[src/rtl/hart_ritme_meter.sv]
// hart_ritme_meter: windowed heartbeat pulse counter with saturation, refractory filter and rate alarms
//
// Ports:
//   CLK        system clock, all state on the rising edge
//   Reset      synchronous active-high reset
//   Ingang     asynchronous heartbeat pulse input
//   Uitvoer    pulse count of the last completed window
//   Geldig     one-cycle strobe when Uitvoer is refreshed
//   Verzadigd  last completed window saturated the pulse counter
//   Alarm_laag last completed window below ALARM_LO
//   Alarm_hoog last completed window above ALARM_HI
//
// Optional feature macro: HART_RITME_ALARM_EN enables the rate alarm comparators;
// without it Alarm_laag and Alarm_hoog are tied to 0.
module hart_ritme_meter #(
    parameter int CNT_W       = 8,
    parameter int WIN_CYC     = 50000000,
    parameter int REFRACT_CYC = 0,
    parameter int ALARM_LO    = 40,
    parameter int ALARM_HI    = 180
) (
    input  logic             CLK,
    input  logic             Reset,
    input  logic             Ingang,
    output logic [CNT_W-1:0] Uitvoer,
    output logic             Geldig,
    output logic             Verzadigd,
    output logic             Alarm_laag,
    output logic             Alarm_hoog
);
    localparam int WW = $clog2(WIN_CYC);
    localparam int RW = REFRACT_CYC > 0 ? $clog2(REFRACT_CYC + 1) : 1;

    logic             s1_q, s1_d, s2_q, s2_d, s3_q, s3_d;
    logic [WW-1:0]    win_q, win_d;
    logic [RW-1:0]    ref_q, ref_d;
    logic [CNT_W-1:0] cnt_q, cnt_d, cnt_nx;
    logic             ovf_q, ovf_d, ovf_nx;
    logic [CNT_W-1:0] uitvoer_q, uitvoer_d;
    logic             geldig_q, geldig_d;
    logic             verz_q, verz_d;
    logic             edge_det, blocked, inc, sat, term;

    always_comb begin
        s1_d      = Ingang;
        s2_d      = s1_q;
        s3_d      = s2_q;
        edge_det  = s2_q & ~s3_q;
        // A nonzero timer means we are still inside the refractory period of the last counted edge.
        blocked   = ref_q != '0;
        inc       = edge_det & ~blocked;
        sat       = &cnt_q;
        cnt_nx    = (inc && !sat) ? cnt_q + 1'b1 : cnt_q;
        // Overflow marks a pulse that arrived while already saturated and was lost.
        ovf_nx    = ovf_q | (inc & sat);
        term      = win_q == WW'(WIN_CYC - 1);
        win_d     = term ? '0 : win_q + 1'b1;
        // Only counted edges reload the timer; it keeps running across windows.
        ref_d     = inc ? RW'(REFRACT_CYC) : (blocked ? ref_q - 1'b1 : ref_q);
        cnt_d     = term ? '0 : cnt_nx;
        ovf_d     = term ? 1'b0 : ovf_nx;
        uitvoer_d = term ? cnt_nx : uitvoer_q;
        verz_d    = term ? ovf_nx : verz_q;
        geldig_d  = term;
    end

    always_ff @(posedge CLK) begin
        if (Reset) begin
            s1_q      <= 1'b0;
            s2_q      <= 1'b0;
            s3_q      <= 1'b0;
            win_q     <= '0;
            ref_q     <= '0;
            cnt_q     <= '0;
            ovf_q     <= 1'b0;
            uitvoer_q <= '0;
            geldig_q  <= 1'b0;
            verz_q    <= 1'b0;
        end else begin
            s1_q      <= s1_d;
            s2_q      <= s2_d;
            s3_q      <= s3_d;
            win_q     <= win_d;
            ref_q     <= ref_d;
            cnt_q     <= cnt_d;
            ovf_q     <= ovf_d;
            uitvoer_q <= uitvoer_d;
            geldig_q  <= geldig_d;
            verz_q    <= verz_d;
        end
    end

    assign Uitvoer   = uitvoer_q;
    assign Geldig    = geldig_q;
    assign Verzadigd = verz_q;

`ifdef HART_RITME_ALARM_EN
    logic        laag_q, laag_d, hoog_q, hoog_d;
    logic [31:0] cnt_w;

    always_comb begin
        // Thresholds are compared against the saturated count that is published this window.
        cnt_w  = 32'(cnt_nx);
        laag_d = term ? (cnt_w < 32'(ALARM_LO)) : laag_q;
        hoog_d = term ? (cnt_w > 32'(ALARM_HI)) : hoog_q;
    end

    always_ff @(posedge CLK) begin
        if (Reset) begin
            laag_q <= 1'b0;
            hoog_q <= 1'b0;
        end else begin
            laag_q <= laag_d;
            hoog_q <= hoog_d;
        end
    end

    assign Alarm_laag = laag_q;
    assign Alarm_hoog = hoog_q;
`else
    assign Alarm_laag = 1'b0;
    assign Alarm_hoog = 1'b0;
`endif
endmodule
[config.mk]
export PLATFORM = sky130hd
export DESIGN_NAME = hart_ritme_meter
export DESIGN_NICKNAME = d
export VERILOG_FILES = /design/src/rtl/hart_ritme_meter.sv
export SDC_FILE = /design/constraint.sdc
export NUM_CORES = 1
export LEC_CHECK = 0
export CORE_ASPECT_RATIO = 0.6
export CORE_UTILIZATION = 50
export DETAILED_ROUTE_END_ITERATION = 12
export PLACE_DENSITY = 0.82
export SETUP_SLACK_MARGIN = 0.15
export SLEW_MARGIN = 5
export SYNTH_ARGS = -nofsm -noshare
export SYNTH_HDL_FRONTEND = slang
export SYNTH_SLANG_ARGS = --single-unit
[constraint.sdc]
create_clock -name CLK -period 2.2 [get_ports CLK]
set_clock_uncertainty 0.15 [all_clocks]
set_input_delay 0.55 -clock CLK [delete_from_list [all_inputs] [get_ports CLK]]
set_output_delay 0.55 -clock CLK [all_outputs]
set_load 0.005 [all_outputs]
# After elaboration in Yosys (flattened, before gate mapping)
# Index checks and enable logic that the tools add are counted.
# word_totals
register_bits	49
input_bits	3
output_inout_bits	12
wordCells	26
# op_classes
addsub	3
eq_ne	1
n_mux	1
bitwise	6
reduce_logical	5
# ops
cell	n
$add A26 B1 Y26 const B	1
$eq A26 B26 Y1 const B	1
$add A8 B1 Y8 const B	1
$mux W8	1
$reduce_and A8 Y1	1
$and A1 B1 Y1	3
$reduce_or A3 Y1	1
$not A1 Y1	2
$reduce_or A2 Y1	1
$logic_and A1 B1 Y1	1
$logic_not A1 Y1	1
$or A1 B1 Y1	1
$sub A1 B1 Y1 const B	1

# Depth between registers and ports, before layout
# logic_depth
ltp_word	5
mapped_depth	8
depth_no_buf	6

# Worst setup path before layout
# Ideal clock, no wire load.
# synth_path
path_kind	register to register
start	register win_q[16]
end	register uitvoer_q[6] (netlist: Uitvoer[6])
t_arrival_ns	1.815
required_ns	1.984
slack_ns	0.169
stages_incl_launch_ff	7
path_buffers	1
synth_period_minus_slack_ns	2.031
path_cell_list	dfxtp_1 -> or4_1 -> nor4b_2 -> and3_1 -> buf_6 -> mux2_2 -> nor2_1
# synth_via
elab_chain_cells	1
# synth_rtl
element	line	text
start: declaration	35	logic [WW-1:0] win_q, win_d;
start signal: assignment	83	win_q <= win_d;
$eq A26 B26 Y1	56	term = win_q == WW'(WIN_CYC - 1);
end signal: assignment	87	uitvoer_q <= uitvoer_d;
end: declaration	39	logic [CNT_W-1:0] uitvoer_q, uitvoer_d;
# Every way passes these cells.
# A chain may end at the register's enable or synchronous reset.

# Worst setup path in the final report
# layout_path
start	register win_q[7]
end	register uitvoer_q[2] (netlist: Uitvoer[2])
# The elaborated chain is that of the path after synthesis.

==> reports/qor.csv <==
metric,value,unit
post-DR vias/cell,5.53,
synthesized area,2090,sq um
count of final setup violators,0,
R2R setup slack,0.14,ns
Final period util,0.936,
Sum Neg Setup Slack,0,ns
TritonCTS buffer count,5,
main area contributors after synthesis,"dfxtp_1, nor2_1, xnor2_1",
first-pass GRT wire length,7520,um
drt wl/cell,17.5,um
leading area contributor after synthesis,dfxtp_1,
RSZ-0062 raised after global routing,yes,
total number of placement rows,17,
initial antenna violation count,0,
Final ANT Viol Nets,0,
grt met3 use,0.0873,
critical path arrival,2.12,ns
FF-to-FF End,Uitvoer[2],
GRT overflow,0,
Max Root-Sink Buffers,2,
die height,52.0,um
routing usage on met1,0.299,
"Reg clk slew, reported paths",0.09,ns
top post-synthesis cells by count,"dfxtp_1, nor2_1, xnor2_1",
commonest register cell after synthesis,dfxtp_1,
DRC errors left,0,
die width,85.4,um
Final #Nets,261,
syn_area_per_cell,9.19,sq um
Setup crit start,win_q[7],
Startpoint Class,flip-flop,
IO Pins,15,
diode count,0,
max-cap violation count,0,
"Slew Viols, Final",0,
number of global-route vias before repair,1535,
filler cell count,277,
"Hold Violations, Final",0,
area grow syn2layout,33.2,%
router iterations before antenna repair,4,
min-delay worst type,flip-flop to flip-flop,
Yosys top cell area share,0.470,
status,finished clean,
H-tree depth,2,
pin count of the biggest net entering global routing,17,
critical hold path startpoint,win_q[0],
synthesized netlist cell count,227,
core area,3830,sq um
sequential share of the synthesized area,0.470,
met2 Usage GRT,0.357,
dpl cell area,2290,sq um
Detailed Place HPWL,2910,um
total wire length,5320,um
min cycle time layout,2.06,ns
Setup CP Type,flip-flop to flip-flop,
initial core utilization,0.545,
I/O Buffers,12,
Initial DRC Count,90,
Setup crit end kind,flip-flop,
Clock Latency Late Sink,0.31,ns
"Power, Total",1650,uW
R2R cell count,6,
final cell count without fillers,304,
share of cells above drive strength 1,0.300,
CP endpoint,Uitvoer[2],
Inst Count DP,289,
Clock Sink Count,49,
CTS hold repair buffers,0,
"Design Area, Final",2780,sq um
via count,1680,
#FFs+latches synth,49,
worst vdd ir,576,uV
leakage,0.000932,uW
routability cong.,0.803,
PwrDens,594,nW/um^2
most common cell in the netlist,dfxtp_1,
root buffer cell,clkbuf_8,
CTS tree,built,
Fmax,0.486,GHz
Crit Reg-Reg Startpoint,win_q[7],
Required @ worst endpoint,2.26,ns
"EDFF count, synth",0,
total number of yosys warnings,0,
Yosys cell types,39,
gr usage total,0.230,
crit-path max FO,9,
grt peak-use layer,met2,
Post-synth ARST share,0,
DIE AREA,4440,sq um
-- logic make-up after synthesis --
family          Yosys count  share of synthesized area
mux                       7                     0.0342
buf+inv                  17                     0.0474
simple gates            112                      0.271
compound gates           12                     0.0504
xor+xnor                 27                      0.113
other cells               1                    0.00180
flops                    49                      0.470
fa+ha+maj                 2                     0.0120
-- power breakdown --
part | switching, uW | internal (uW)
Combinational | 42.6 | 37.3
Sequential | 6.11 | 895
Clock | 299 | 371
Total | 347 | 1300
-- cell usage in the layout, fill, tap and decap left out, drive strengths merged, types with 3 or more instances in the layout --
cell	Yosys	routed
a211oi	5	5
nand2	11	11
nor2b	5	5
inv	8	8
mux2i	6	6
clkbuf	2	8
xor2	11	11
conb	1	3
buf	7	16
xnor2	16	16
nand4	8	8
nor4	3	3
dfxtp	49	49
nor2	49	49
and3	6	6
clkdlybuf4s50	0	12
nand3	11	11
nor3	7	7
-- repair_timing --
action	CTS	global route
setup buffers	3	1
setup endpoints to repair	40	41
pin swaps	13	17
gates cloned	2	1
gates resized for setup	13	53
-- metal layers --
metal,part of all wire,wire length [um]
met4,0.019,99
met3,0.048,258
met2,0.48,2530
met1,0.46,2430
met5,0,0
-- cell type report --
type | count | area, sq um | area share
Clock buffer | 7 | 86.3 | 0.0311
Sequential cell | 49 | 983 | 0.354
Multi-Input combinational cell | 163 | 1250 | 0.451
Tap cell | 47 | 58.8 | 0.0212
Timing Repair Buffer | 29 | 337 | 0.121
Inverter | 8 | 30.0 | 0.0108
Clock inverter | 1 | 30.0 | 0.0108
-- sequential cells by signal, summed over array words and instances (netlist names) --
name / count
s1_q: 1
Geldig: 1
blocked: 1
cnt_q: 8
Verzadigd: 1
Uitvoer: 8
win_q: 26
s2_q: 1
ovf_q: 1
s3_q: 1
-- worst max-delay path, stage by stage (launching register included) --
cell     delay [ns]
dfxtp_2        0.34
or4_4          0.55
nor4b_4        0.24
and3_4         0.26
buf_8          0.14
mux2i_1        0.23
nor2_1         0.06
-- stage by stage --
| step | util | hold slack, ns | setup slack, ns |
|---|---|---|---|
| 2_1_floorplan | - | 0.264 | 0.169 |
| 3_3_place_gp | 0.599 | 0.267 | 0.113 |
| 3_5_place_dp | 0.599 | 0.293 | 0.0694 |
| 4_1_cts | 0.661 | 0.309 | 0.114 |
| 5_1_grt | 0.726 | 0.301 | 0.0480 |
| 6_report | 0.726 | 0.290 | 0.142 |
-- worst min-delay path by stage --
| stage | endpoint | slack [ns] | cells after the start |
|---|---|---|---|
| CTS | win_q[0] | 0.31 | 1 |
| floorplan | s2_q | 0.26 | 1 |
| global placement | s2_q | 0.27 | 1 |
| detailed placement | win_q[0] | 0.29 | 1 |
| finish | win_q[0] | 0.29 | 1 |
| global route | win_q[0] | 0.30 | 1 |
No activity file was read; power rests on OpenSTA's default activity.
